### src/rtl/ifq_pkg.sv
// Shared types and bus layout for the instruction fetch queue.
// IFQ_ADEF_EN enables the fetch-address alignment exception.
package ifq_pkg;

    localparam int IF_TO_ID_BUS_W = 71;
    localparam logic [5:0] ECODE_ADEF = 6'h08;

    localparam int BUS_ECODE_LSB = 0;
    localparam int BUS_EXC_BIT   = 6;
    localparam int BUS_PC_LSB    = 7;
    localparam int BUS_INST_LSB  = 39;

    typedef logic [IF_TO_ID_BUS_W-1:0] if_to_id_t;

    function automatic if_to_id_t pack_entry(
        input logic [31:0] inst,
        input logic [31:0] pc,
        input logic        exc,
        input logic [5:0]  ecode
    );
        return {inst, pc, exc, ecode};
    endfunction

endpackage

### src/rtl/inst_fetch_queue_if.sv
// Fetch-side SRAM handshake, redirect and IF->ID handoff signals.
// IFQ_ADEF_EN does not change this interface.
interface inst_fetch_queue_if;
    import ifq_pkg::*;

    logic        inst_sram_req;
    logic [31:0] inst_sram_addr;
    logic        inst_sram_addr_ok;
    logic        inst_sram_data_ok;
    logic [31:0] inst_sram_rdata;
    logic        redirect;
    logic [31:0] redirect_pc;
    logic        id_allowin;
    logic        if_to_id_valid;
    if_to_id_t   if_to_id_bus;

    modport master (
        output inst_sram_req, inst_sram_addr,
        output if_to_id_valid, if_to_id_bus,
        input  inst_sram_addr_ok, inst_sram_data_ok,
        input  inst_sram_rdata, redirect, redirect_pc,
        input  id_allowin
    );

    modport slave (
        input  inst_sram_req, inst_sram_addr,
        input  if_to_id_valid, if_to_id_bus,
        output inst_sram_addr_ok, inst_sram_data_ok,
        output inst_sram_rdata, redirect, redirect_pc,
        output id_allowin
    );

endinterface

### src/rtl/ifq_fifo.sv
// Generic FIFO with flush, used for pending PCs and the instruction buffer.
// Depth need not be a power of two; pointers wrap at DEPTH.
module ifq_fifo #(
    parameter int W     = 32,
    parameter int DEPTH = 4,
    parameter int CW    = $clog2(DEPTH) + 1
) (
    input  logic          clk,
    input  logic          reset,
    input  logic          push,
    input  logic [W-1:0]  din,
    input  logic          pop,
    input  logic          flush,
    output logic [W-1:0]  dout,
    output logic [CW-1:0] count
);

    localparam int PW = (DEPTH > 1) ? $clog2(DEPTH) : 1;

    logic [W-1:0]  mem [DEPTH];
    logic [PW-1:0] wr_ptr;
    logic [PW-1:0] rd_ptr;
    logic          full;
    logic          empty;
    logic          do_push;
    logic          do_pop;

    function automatic logic [PW-1:0] nxt(input logic [PW-1:0] p);
        return (p == PW'(DEPTH - 1)) ? '0 : p + 1'b1;
    endfunction

    assign full    = (count == CW'(DEPTH));
    assign empty   = (count == '0);
    assign do_push = push & ~full;
    assign do_pop  = pop & ~empty;
    assign dout    = mem[rd_ptr];

    always_ff @(posedge clk) begin
        if (do_push) mem[wr_ptr] <= din;
    end

    always_ff @(posedge clk or posedge reset) begin
        if (reset) begin
            wr_ptr <= '0;
            rd_ptr <= '0;
            count  <= '0;
        end else if (flush) begin
            wr_ptr <= '0;
            rd_ptr <= '0;
            count  <= '0;
        end else begin
            if (do_push) wr_ptr <= nxt(wr_ptr);
            if (do_pop)  rd_ptr <= nxt(rd_ptr);
            count <= count + CW'(do_push) - CW'(do_pop);
        end
    end

endmodule

### src/rtl/inst_fetch_queue.sv
// Instruction fetch queue: issues in-order SRAM fetches and buffers results.
// Define IFQ_ADEF_EN to raise an address-alignment exception on bad PCs.
module inst_fetch_queue
    import ifq_pkg::*;
#(
    parameter int          OUTSTANDING = 2,
    parameter int          IBUF_DEPTH  = 4,
    parameter logic [31:0] RESET_PC    = 32'h1c000000
) (
    input  logic clk,
    input  logic reset,
    inst_fetch_queue_if.master ifq
);

    localparam int IW = $clog2(OUTSTANDING) + 1;
    localparam int BW = $clog2(IBUF_DEPTH) + 1;

    logic [31:0]   fetch_pc;
    logic [31:0]   pend_pc;
    logic [IW-1:0] inflight;
    logic [IW-1:0] inflight_nxt;
    logic [IW-1:0] cancel_cnt;
    logic [BW-1:0] ibuf_cnt;
    logic          room;
    logic          accept;
    logic          drop;
    logic          ib_push;
    logic          ib_pop;
    logic          ib_valid;
    logic          misalign;
    logic          adef_hold;
    logic          adef_push;
    if_to_id_t     ib_din;
    if_to_id_t     ib_dout;

`ifdef IFQ_ADEF_EN
    assign misalign  = |fetch_pc[1:0];
    assign adef_push = misalign & ~adef_hold & ~ifq.redirect
                     & (inflight == '0) & (cancel_cnt == '0)
                     & (32'(ibuf_cnt) < IBUF_DEPTH);

    always_ff @(posedge clk or posedge reset) begin
        if (reset)             adef_hold <= 1'b0;
        else if (ifq.redirect) adef_hold <= 1'b0;
        else if (adef_push)    adef_hold <= 1'b1;
    end
`else
    assign misalign  = 1'b0;
    assign adef_hold = 1'b0;
    assign adef_push = 1'b0;
`endif

    // Reserve buffer space for every in-flight request so nothing overflows
    assign room = (32'(inflight) < OUTSTANDING)
                & (32'(inflight) + 32'(ibuf_cnt) < IBUF_DEPTH);

    assign ifq.inst_sram_req  = room & ~ifq.redirect & ~adef_hold
                              & ~misalign & ~reset;
    assign ifq.inst_sram_addr = fetch_pc;

    assign accept       = ifq.inst_sram_req & ifq.inst_sram_addr_ok;
    assign drop         = (cancel_cnt != '0) | ifq.redirect;
    assign inflight_nxt = inflight + IW'(accept)
                        - IW'(ifq.inst_sram_data_ok);

    assign ib_push = (ifq.inst_sram_data_ok & ~drop) | adef_push;
    assign ib_din  = adef_push
                   ? pack_entry(32'h0, fetch_pc, 1'b1, ECODE_ADEF)
                   : pack_entry(ifq.inst_sram_rdata, pend_pc, 1'b0, 6'h0);
    assign ib_valid = (ibuf_cnt != '0);
    assign ib_pop   = ib_valid & ifq.id_allowin;

    assign ifq.if_to_id_valid = ib_valid;
    assign ifq.if_to_id_bus   = ib_valid ? ib_dout : '0;

    ifq_fifo #(.W(32), .DEPTH(OUTSTANDING), .CW(IW)) u_pend (
        .clk   (clk),
        .reset (reset),
        .push  (accept),
        .din   (fetch_pc),
        .pop   (ifq.inst_sram_data_ok),
        .flush (1'b0),
        .dout  (pend_pc),
        .count (inflight)
    );

    ifq_fifo #(.W(IF_TO_ID_BUS_W), .DEPTH(IBUF_DEPTH), .CW(BW)) u_ibuf (
        .clk   (clk),
        .reset (reset),
        .push  (ib_push),
        .din   (ib_din),
        .pop   (ib_pop),
        .flush (ifq.redirect),
        .dout  (ib_dout),
        .count (ibuf_cnt)
    );

    always_ff @(posedge clk or posedge reset) begin
        if (reset) begin
            fetch_pc <= RESET_PC;
        end else if (ifq.redirect) begin
            fetch_pc <= ifq.redirect_pc;
        end else if (accept) begin
            fetch_pc <= fetch_pc + 32'd4;
        end
    end

    // Everything still in flight after a redirect belongs to the old path
    always_ff @(posedge clk or posedge reset) begin
        if (reset) begin
            cancel_cnt <= '0;
        end else if (ifq.redirect) begin
            cancel_cnt <= inflight_nxt;
        end else if (ifq.inst_sram_data_ok && cancel_cnt != '0) begin
            cancel_cnt <= cancel_cnt - 1'b1;
        end
    end

endmodule

### src/flat_wrapper.sv
// flat-port wrapper written by rule: the top's interface ports become plain ports
module inst_fetch_queue_flat import ifq_pkg::*;
#(
    parameter int          OUTSTANDING = 2,
    parameter int          IBUF_DEPTH  = 4,
    parameter logic [31:0] RESET_PC    = 32'h1c000000
)
  (clk, reset, ifq_inst_sram_req, ifq_inst_sram_addr, ifq_if_to_id_valid, ifq_if_to_id_bus, ifq_inst_sram_addr_ok, ifq_inst_sram_data_ok, ifq_inst_sram_rdata, ifq_redirect, ifq_redirect_pc, ifq_id_allowin);
  inst_fetch_queue_if ifq_i ();
  input  logic clk;
  input  logic reset;
  output wire logic [$bits(ifq_i.inst_sram_req)-1:0] ifq_inst_sram_req;
  output wire logic [$bits(ifq_i.inst_sram_addr)-1:0] ifq_inst_sram_addr;
  output wire logic [$bits(ifq_i.if_to_id_valid)-1:0] ifq_if_to_id_valid;
  output wire logic [$bits(ifq_i.if_to_id_bus)-1:0] ifq_if_to_id_bus;
  input wire logic [$bits(ifq_i.inst_sram_addr_ok)-1:0] ifq_inst_sram_addr_ok;
  input wire logic [$bits(ifq_i.inst_sram_data_ok)-1:0] ifq_inst_sram_data_ok;
  input wire logic [$bits(ifq_i.inst_sram_rdata)-1:0] ifq_inst_sram_rdata;
  input wire logic [$bits(ifq_i.redirect)-1:0] ifq_redirect;
  input wire logic [$bits(ifq_i.redirect_pc)-1:0] ifq_redirect_pc;
  input wire logic [$bits(ifq_i.id_allowin)-1:0] ifq_id_allowin;
  assign ifq_inst_sram_req = ifq_i.inst_sram_req;
  assign ifq_inst_sram_addr = ifq_i.inst_sram_addr;
  assign ifq_if_to_id_valid = ifq_i.if_to_id_valid;
  assign ifq_if_to_id_bus = ifq_i.if_to_id_bus;
  assign ifq_i.inst_sram_addr_ok = ifq_inst_sram_addr_ok;
  assign ifq_i.inst_sram_data_ok = ifq_inst_sram_data_ok;
  assign ifq_i.inst_sram_rdata = ifq_inst_sram_rdata;
  assign ifq_i.redirect = ifq_redirect;
  assign ifq_i.redirect_pc = ifq_redirect_pc;
  assign ifq_i.id_allowin = ifq_id_allowin;
  inst_fetch_queue #(.OUTSTANDING(OUTSTANDING), .IBUF_DEPTH(IBUF_DEPTH), .RESET_PC(RESET_PC)) u_core (.clk(clk), .reset(reset), .ifq(ifq_i));
endmodule
### config.mk
export PLATFORM = sky130hd
export DESIGN_NAME = inst_fetch_queue_flat
export DESIGN_NICKNAME = d
export VERILOG_FILES = /design/src/rtl/ifq_pkg.sv /design/src/rtl/inst_fetch_queue_if.sv /design/src/rtl/ifq_fifo.sv /design/src/rtl/inst_fetch_queue.sv /design/src/flat_wrapper.sv
export SDC_FILE = /design/constraint.sdc
export NUM_CORES = 1
export LEC_CHECK = 0
export ABC_AREA = 1
export BUFFER_PORTS_ARGS = -buffer_cell sky130_fd_sc_hd__buf_4
export CORE_MARGIN = 2
export CORE_UTILIZATION = 54
export CTS_CLUSTER_SIZE = 24
export DETAILED_ROUTE_END_ITERATION = 12
export GPL_TIMING_DRIVEN = 1
export HOLD_SLACK_MARGIN = 0.03
export PLACE_DENSITY = 0.77
export SLEW_MARGIN = 20
export SYNTH_ARGS = -nofsm -noshare
export SYNTH_HDL_FRONTEND = slang
export SYNTH_HIERARCHICAL = 1
export SYNTH_SLANG_ARGS = --single-unit
### constraint.sdc
create_clock -name clk -period 4.6 [get_ports clk]
set_input_delay 0.69 -clock clk [delete_from_list [all_inputs] [get_ports clk]]
set_output_delay 0.69 -clock clk [all_outputs]
set_load 0.005 [all_outputs]
# Word level (Yosys, flattened, before mapping)
# Memory sizes are Yosys's and may differ from the RTL's.
# Index checks and enable logic that the tools add are counted.
# word_totals
regBits,45
ramBits,320
out_inout_bits,105
wordCells,74
mem_count,2
# memory_table
memory,words,width,rd,rd_ports_with_merged_regs,write_ports,line_no,text
u_core.u_ibuf.mem,4,64,1,0,1,ifq_fifo.sv:20,logic [W-1:0] mem [DEPTH];
u_core.u_pend.mem,2,32,1,0,1,ifq_fifo.sv:20,
# op_classes
n_addsub,13
magnitude_cmp,2
eq_ne,4
n_mux,18
bitwise_logic,18
n_reduce_logical,9
# ops
cell,count
$mux 71,1
$mux 32,2
$add 32x3->32 const B,1
$lt 32x3->1 const B,1
$mux 2,8
$and 1x1->1,10
$reduce_bool 2->1,5
$not 1->1,7
$eq 2x2->1 const B,3
$mux 1,6
$add 2x1->2,2
$add 2x1->2 const B,2
$add 2x3->4,1
$sub 2x1->2,2
$add 3x1->3,1
$eq 3x3->1 const B,1
$logic_not 3->1,1
$mux 3,1
$reduce_bool 3->1,1
$sub 3x1->3,1
$add 1x1->1 const B,2
$logic_not 2->1,1
$lt 2x2->1 const B,1
$sub 2x1->2 const B,1
other kinds (2),2

# Depth between registers and ports, before layout
# Gate-level depths: netlist of the first run.
# depth
depth_word,9
ltp_mapped,14
depth_no_buf,13

# Cells and area by module
# Netlist of the first run, hierarchy kept.
# by_module_without_submodules
module,n_inst,cells_per_inst,area_per_inst_um2
ifq_fifo at u_core.u_ibuf,1,889,11594.9
inst_fetch_queue,1,589,3221.8
ifq_fifo at u_core.u_pend,1,202,2633.8

# Worst setup path after synthesis of the first run
# Ideal clock, no wire load.
# synth_timing
path_type,input port to flip-flop
start,in ifq_redirect
end,"mem u_core/u_ibuf/mem[0][0] (netlist bit), enable pin"
setup_ns,0.501
arrival_ns,4.512
required_ns,4.099
slack_ns,-0.413
path_stages,6
path_cell_list,buf_2 inv_1 buf_2 and3_1 nand2_1 nor2_1
# synth_via
elab_chain_len,6
# synth_rtl
item,line_no,text
from (decl),flat_wrapper.sv:19,input wire logic [$bits(ifq_i.redirect)-1:0] ifq_redirect;
$or 1x1->1,inst_fetch_queue.sv:62,assign drop = (cancel_cnt != '0) | ifq.redirect;
$not 1->1,inst_fetch_queue.sv:66,assign ib_push = (ifq.inst_sram_data_ok & ~drop) | adef_push;
$and 1x1->1,inst_fetch_queue.sv:66,
net u_core.ib_push,inst_fetch_queue.sv:27,logic ib_push;
$and 1x1->1,ifq_fifo.sv:34,assign do_push = push & ~full;
$mux 1,ifq_fifo.sv:39,if (do_push) mem[wr_ptr] <= din;
$mux 1 (not written as such),ifq_fifo.sv:39,
to (decl),ifq_fifo.sv:20,
# The timed path passes the listed nets, and every way through them passes these cells.

# Final worst setup path of the first run
# layout_timing
start,reg u_core.u_ibuf.rd_ptr[0]
end,out ifq_if_to_id_bus[49]
# layout_via
elab_chain_len,2
# layout_rtl
item,line_no,text
from (decl),ifq_fifo.sv:22,logic [PW-1:0] rd_ptr;
from (signal assigned),ifq_fifo.sv:53,if (do_pop) rd_ptr <= nxt(rd_ptr);
$mem_v2 4x64,n/a,
net u_core.ib_dout[49],inst_fetch_queue.sv:34,if_to_id_t ib_dout;
$mux 71,inst_fetch_queue.sv:74,assign ifq.if_to_id_bus = ib_valid ? ib_dout : '0;
to (decl),flat_wrapper.sv:15,output wire logic [$bits(ifq_i.if_to_id_bus)-1:0] ifq_if_to_id_bus;
# The timed path passes the listed nets, and every way through them passes these cells.

==> results of run 1 <==
[layout by cell type, fill, tap and decap left out, drive strengths merged]
| cell type | count |
|---|---|
| nand2 | 466 |
| edfxtp | 348 |
| inv | 288 |
| buf | 191 |
| nor2 | 139 |
| o21ai | 77 |
| a21oi | 74 |
| o211ai | 72 |
| nand3 | 60 |
| clkbuf | 55 |
| dfrtp | 42 |
| conb | 30 |
| clkinv | 16 |
| ha | 14 |
| nand4 | 8 |
| xnor2 | 6 |
| xor2 | 4 |
| o21bai | 3 |
| dfstp | 3 |
| clkinvlp | 1 |
| and3 | 1 |
| o21a | 1 |
| nor3 | 1 |
| fa | 1 |
[power by group through the flow]
stage	sequential, mW	clock, mW	combinational, mW
2_1_floorplan	4.38	0	0.719
3_3_place_gp	4.42	0	1.15
4_1_cts	4.36	2.98	1.19
5_1_grt	4.38	3.12	1.34
3_5_place_dp	4.43	0	1.18
6_report	4.36	2.92	1.18
[metal layers]
layer	wire, um	up-vias	track usage, %
li1	-	5835	-
met3	1980	53	3.43
met4	684	0	5.50
met2	17000	353	35.8
met5	0	-	0
met1	15300	5533	27.7
[worst paths after layout]
kind	start	endpoint	slack, ns	cells after the start
min in group clk	ifq_inst_sram_rdata[28]	u_core/u_ibuf/mem[3][67]	0.37	1
hold reg to reg	u_core/u_pend/wr_ptr	u_core/u_pend/wr_ptr	0.55	2
setup / recovery	u_core/u_ibuf/rd_ptr[0]	ifq_if_to_id_bus[49]	1.24	6
setup reg to reg	u_core/u_ibuf/count[1]	u_core/u_pend/mem[0][23]	1.84	9
hold / removal	reset	u_core/u_pend/count[0]	0.08	2
max in group asynchronous	reset	u_core/ifq.inst_sram_addr[27]	3.94	3
[logic make-up (layout without fill, tap and decap cells)]
logic type,count (synthesis),count (layout),synth area share (%)
other,1,30,0.0215
buffers and inverters,359,551,8.83
xor gates and xnor gates,10,10,0.502
and+or+nand+nor,675,675,15.6
adders and majority gates,15,15,1.12
DFF,393,393,66.4
AOI/OAI and AO/OA,227,227,7.60
[critical path: stages (launching register included)]
cell                       delay [ns]
sky130_fd_sc_hd__dfrtp_4         1.02
sky130_fd_sc_hd__buf_4           0.44
sky130_fd_sc_hd__o211ai_1        0.15
sky130_fd_sc_hd__nand2_1         0.09
sky130_fd_sc_hd__inv_1           0.04
sky130_fd_sc_hd__nor2_1          0.18
sky130_fd_sc_hd__buf_4           0.15
[through the flow]
step | setup TNS (ns) | setup slack [ns]
finish | 0 | 1.24
global route | 0 | 1.04
CTS | 0 | 1.06
detailed placement | 0 | 1.33
global placement | 0 | 1.42
floorplan | -117.32 | -0.413
[registers in the layout, summed over array words and instances, names as in the netlist]
signal / count
u_core/cancel_cnt: 2
u_core/ifq.inst_sram_addr: 32
u_core/u_pend/count: 2
u_core/u_pend/mem: 64
u_core/u_pend/rd_ptr: 1
u_core/u_ibuf/count: 3
u_core/u_ibuf/rd_ptr: 2
u_core/u_ibuf/mem: 284
u_core/u_pend/wr_ptr: 1
u_core/u_ibuf/wr_ptr: 2
[area by class of cell]
type | count | area, um^2
inverters | 287 | 1080
flip-flops and latches | 393 | 11600
well taps | 402 | 503
clock inverters | 18 | 96.3
repair buffers | 191 | 1520
clock buffers | 55 | 1090
multi-input cells | 957 | 4480
fillers | 2424 | 11400
==> impl_summary.md, run 1 <==
Critical path
The worst setup path is captured at an output pin. The data required time of the critical path is 3.91 ns. Along the worst path, the maximum fanout reaches 100. The signal arrival time at the worst endpoint is 2.67 ns. The kind of start point of the critical path is a flop. The critical path is of the flop to output pin type.

Worst hold path
The type of the worst min-delay path is input port to asynchronous set/reset pin.

Die
The die extent in x is 184 um. The I/O pin count is 175. The initial utilization of the core area, before any placement, comes to 55.0%. The die area is approximately 34000 um^2. In this run the core area contains 65 standard-cell rows. The die is approximately 180 um tall. The total area inside the core boundary comes to ~32000 um^2.

Timing
Timing would allow up to 298 MHz. Setup violations remaining at the end of the flow were counted as 0. Measured against its own limit, the worst slew margin works out to 30.5%. Across all hold checks on the routed design, the worst slack comes to around 0.078 ns. Setup repair after global routing left no endpoint under its margin. The clock arrives with approximately 0.019 ns of skew. The final number of hold-violating endpoints was 0. The transition time at the pin with the least slew margin is 1.04 ns.

The max-slew violation count is 0. The worst path uses 73.0% of the clock period. Subtracting the final worst setup slack from the clock period gives 3.36 ns.

Power
The switching power of the nets is 2.17 mW. Of the total power, the clock network draws between 30% and 40%. The logic gate share of total power is 14.0%.

Of the total power, registers draw roughly half. The static leakage is 8.63 nW. For this design the ratio of total power to cell area is 416 nW/um^2. Across the VDD grid, the largest voltage drop is approximately 0.29 mV. Internal power comes to 6.30 mW. Net switching is 25.6% of the power.

Overall power consumption after layout is estimated at 8.46 mW.

Placement
Port buffering added 174 buffers. The detailed placement HPWL is 22.3 mm. The congestion estimate from routability-driven global placement came to between 0.8 and 0.9. After detailed placement, the total cell area comes to roughly 19000 um^2.

The post-placement cell count is 2229.

Status
The run finished with clean final reports.

Cells and area
For this run, the post-layout net count is between 1500 and 2000. The count of placed standard cells in the final layout, fillers left out is 2303. Once layout is complete, the utilization of the core stands at 64.2%. With fillers left out, the area of the finished cells amounts to about 20000 um^2. The share of layout cells above drive strength 1 is 14.8%. The number of antenna diodes in the final layout is 0. The area growth from synthesis to final layout is 16.7%.

Clocking
Clock-pin slew was measured on the worst setup and hold paths at approximately 0.06 ns. The latest clock arrival within the worst-skew pair is about 0.52 ns. The maximum buffer depth of the clock tree is 3. Post-CTS repair changed the size of 0 cells. In this run the number of H-tree levels came out at 2. Once the clock tree was built, the setup fixing pass inserted 0 buffers. The number of hold-repair buffers added at the cts stage is 0. The count of clock tree sinks is 393. Clock tree synthesis inserted a total of 40 buffers. The clock tree root buffer cell is sky130_fd_sc_hd__clkbuf_16. The clock tree from TritonCTS is done.

Logic synthesis
The fraction of post-synthesis cell area in the top cell type by area is 59.9%. The cell with the most instances after synthesis is sky130_fd_sc_hd__nand2_1. The gate count of the mapped netlist is ~1700. Summed over all instances, the cell type with the most area after synthesis is sky130_fd_sc_hd__edfxtp_1. The commonest cells after synthesis are sky130_fd_sc_hd__nand2_1 (452), sky130_fd_sc_hd__edfxtp_1 (348), sky130_fd_sc_hd__inv_1 (282), sky130_fd_sc_hd__nor2_1 (135), sky130_fd_sc_hd__o21ai_0 (77). The synthesized netlist occupies a cell area of 17500 um^2. The async set or reset register ratio after synthesis is a little under an eighth.

The count of unique library cells instantiated by Yosys is 33. The Yosys step of the flow raised 6 warnings. The mean instance size in the synthesized netlist is 10.4 um^2.

By area the synthesized netlist is led by sky130_fd_sc_hd__edfxtp_1 (60%), sky130_fd_sc_hd__nand2_1 (9.7%), sky130_fd_sc_hd__inv_1 (6.1%). Yosys mapped a number of flops with a built-in enable equal to 348. The synthesis-stage register bit count is 393. The sequential share of the synthesized area is 66.4%. The primary flip-flop cell chosen by synthesis mapping is sky130_fd_sc_hd__edfxtp_1.

Global routing
The global router's overall resource usage is a little over a fifth. The via count of the first global-routing pass is 11400. The first global-routing pass estimated between 50 and 60 mm of wire. Entering global routing, the biggest net connects 113 pins. For this run the aggregate overflow at the end of global routing stands at 0. The number of antenna violations at the first check in global routing is 0.

Job
The number of max-capacitance violations reported is 0.

Drt
The via-per-instance ratio is 5.11. For this block, the routed nets add up to ~35 mm of wire. Dividing the detail-routed wire length by the instance count gives 15.2 um. After detailed routing, the number of remaining DRC violations is 0. The first detailed-routing pass ran for 5 iterations.

The count of routing violations after the opening detailed-route iteration is 945. The vias after detailed routing is between 10000 and 15000. The detail route stage leaves a number of antenna-violating nets equal to 0.
Power figures use the tool's default switching activity.
==> run 2: changes to the inputs <==
clock period = 2.99 ns   (was 4.6 ns; I/O delays follow)
==> run 2 against run 1 <==
Core utilization grew 0.33 points. Global-route usage decreased by 0.31 points. Combinational power increased by 54%. Cell area up 0.51%. Sequential cell count stayed put. Via count grew 0.55%. Routed wire length shrank 0.37%. Total power grew 55%. Largest cell class unchanged.
==> impl_summary.md, run 2 (synthesis gave the netlist of run 1 again) <==
Clocking
The count of clock tree sinks is 393 (unchanged). The H-tree depth is 2 (unchanged). TritonCTS built the clock tree. The total clock buffers created by CTS was 39 (-2.5%).

In this run the clock root is driven by a sky130_fd_sc_hd__clkbuf_16. The maximum buffer depth of the clock tree is 3 (unchanged). The latest clock arrival within the worst-skew pair is 0.52 ns (about the same). The clock slew seen by the registers of the worst setup and hold paths is 0.06 ns (about the same). The number of cells upsized or downsized after cts came to 0 (unchanged).

Drt
The via-per-instance ratio is 5.13 (+0.42%). The number of detailed-routing iterations run before antenna repair is 5 (unchanged). The remaining antenna violation count is 0 (unchanged). The vias after detailed routing came to 11800 (+0.55%). The total DRC errors in the routed layout was 0 (unchanged). The detailed-route wire length per cell came to 15.1 um (-0.50%). The final wirelength is 34.8 mm (-0.37%). The count of routing violations after the opening detailed-route iteration is 777 (-18%).

Critical path
STA classifies the critical path startpoint as a flop. The worst-path maximum fanout is 93 (-7.0%). The signal arrival time at the worst endpoint is 2.30 ns (-0.37 ns). The data required time of the critical path is 2.54 ns (-1.37 ns). The startpoint-to-endpoint class of the critical path is flop to output pin.

The worst setup path is captured at an output pin.

Cells and area
The number of nets in the final layout is 1959 (+0.20%). The count of placed standard cells in the final layout, fillers left out is 2306 (+0.13%). The antenna diode count came to 0 (unchanged). The share of layout cells above drive strength 1 came to 15.0% (+0.19 points). The area growth from synthesis to final layout is 17.3%. Leaving out fill and tap cells, the most frequent cell in the layout is sky130_fd_sc_hd__nand2_1. More flip-flops sit in one register than any other, and that register is u_core/u_ibuf/mem. The number of flip-flops in the largest register is 284 (unchanged). Leaving out fill and tap cells, the most frequent cells in the layout are sky130_fd_sc_hd__nand2_1 (452), sky130_fd_sc_hd__edfxtp_1 (348), sky130_fd_sc_hd__inv_1 (282), sky130_fd_sc_hd__buf_4 (186), sky130_fd_sc_hd__nor2_1 (129).

Timing
The final critical-path setup slack is 0.246 ns (-0.997 ns). The final worst clock skew is 0.0150 ns (-0.00409 ns). The transition time at the pin with the least slew margin was 0.773 ns (-0.269 ns). The accumulated negative setup slack is 0 ns (unchanged). The remaining max-slew budget at the tightest pin was 48.5% (+18 points). The setup-violating endpoint count in the final report is 0 (unchanged). The max-slew violation count is 0 (unchanged). The share of the clock period used by the worst path after layout is 91.8%. The upper clock frequency limit is around 360 MHz. The final-layout worst hold slack is 0.120 ns (+0.0419 ns). Setup repair after global routing left no endpoint under its margin.

After layout, the minimum clock period comes to about 2.7 ns. The final number of hold-violating endpoints is 0 (unchanged).

Status
The run finished with clean final reports.

Global routing
The number of antenna violations at the first check in global routing is 0 (unchanged). The residual overflow from global routing is 0 (unchanged). The via count of the first global-routing pass came to 11200 (-1.3%). The first-pass GRT wire length is 55.1 mm (-1.1%). The global router's overall resource usage is 20.5% (-0.31 points). The largest net degree at the start of global routing is 94 (-17%).

Die
The die extent in x is 184 um (unchanged). The floorplan core area is 31700 um^2 (unchanged). The die area was 33800 um^2 (unchanged). The I/O pin count came to 175 (unchanged). The initial core utilization is 55.0% (unchanged).

The standard-cell row count was 65 (unchanged). The vertical die dimension is 184 um (unchanged).

Placement
The final weighted congestion in routability-driven placement is 0.891 (+4.1%). The worst slack after detailed placement is 0.591 ns (-0.738 ns). The detailed placement HPWL is 21.7 mm (-3.0%). The post-placement cell count is 2233 (+0.18%).

The number of buffers inserted by port buffering came to 174 (unchanged).

Power
The static leakage is 8.66 nW (+0.43%). The worst voltage drop across the vdd grid is 0.340 mV (+17%). The power density over cell area is 641 nW/um^2 (+54%).

Worst hold path
The min-delay analysis places its worst path in the category input port to flop.

Job
The number of max-capacitance violations reported is 0 (unchanged).
==> run 2: changes by cell type in the layout (fill, tap and decap cells not counted), sizes merged <==
cell	change
clkbuf	-5
clkinvlp	+1
buf	+4
bufinv	+2
dlygate4sd3	+1
==> run 2: power breakdown <==
part | internal (mW) | switching [mW]
logic | 0.685 | 1.13
clock network | 2.64 | 1.95
registers | 6.45 | 0.255
==> run 2: final timing paths <==
kind | from | to | slack, ns | cells after the start
max | u_core/u_ibuf/rd_ptr[0] | ifq_if_to_id_bus[62] | 0.25 | 7
min | ifq_inst_sram_rdata[13] | u_core/u_ibuf/mem[0][52] | 0.12 | 1
max reg2reg | u_core/u_ibuf/count[1] | u_core/u_pend/mem[0][19] | 0.57 | 9
min reg2reg | u_core/ifq.inst_sram_addr[1] | u_core/u_pend/mem[0][1] | 0.56 | 0
max in group asynchronous | reset | u_core/ifq.inst_sram_addr[27] | 1.94 | 4
min in group asynchronous | reset | u_core/u_pend/rd_ptr | 0.41 | 3
==> run 2: worst max-delay path, cell delays in order, from the launching register on <==
cell and delay (ns):
sky130_fd_sc_hd__dfrtp_4 0.75, sky130_fd_sc_hd__buf_12 0.37, sky130_fd_sc_hd__nand2_1 0.11, sky130_fd_sc_hd__o211ai_1 0.12
sky130_fd_sc_hd__nand2_1 0.09, sky130_fd_sc_hd__inv_1 0.06, sky130_fd_sc_hd__nor2_1 0.04, sky130_fd_sc_hd__buf_4 0.17
==> run 2: per-layer routing <==
layer,vias up,part of all wire [%],global-route usage [%]
met4,0,2.3,6.59
met1,5539,43,26.6
met2,392,48,35.4
met3,66,6.5,3.59
li1,5842,-,-
met5,-,0,0
==> run 2: layout make-up <==
class | count | area [um^2]
repair buffers | 196 | 1590
clock inverters | 21 | 170
well taps | 402 | 503
clock buffers | 50 | 1040
fillers | 2359 | 11300
multi-input cells | 957 | 4490
flip-flops and latches | 393 | 11600
inverters | 287 | 1080
==> run 2: through the flow <==
step | power (mW) | utilization (%) | instance area [um^2]
detailed placement | 8.63 | 60.6 | 19200
floorplan | 7.84 | - | 17600
global route | 13.7 | 64.5 | 20500
finish | 13.1 | 64.5 | 20500
CTS | 13.2 | 64.4 | 20400
global placement | 8.57 | 60.6 | 19200
==> run 2: timing repair <==
| item | CTS | global route |
|---|---|---|
| setup endpoints to repair | 0 | 19 |
| hold endpoints to repair | 11 | 0 |
| setup buffers | 0 | 1 |
| hold buffers | 1 | 0 |
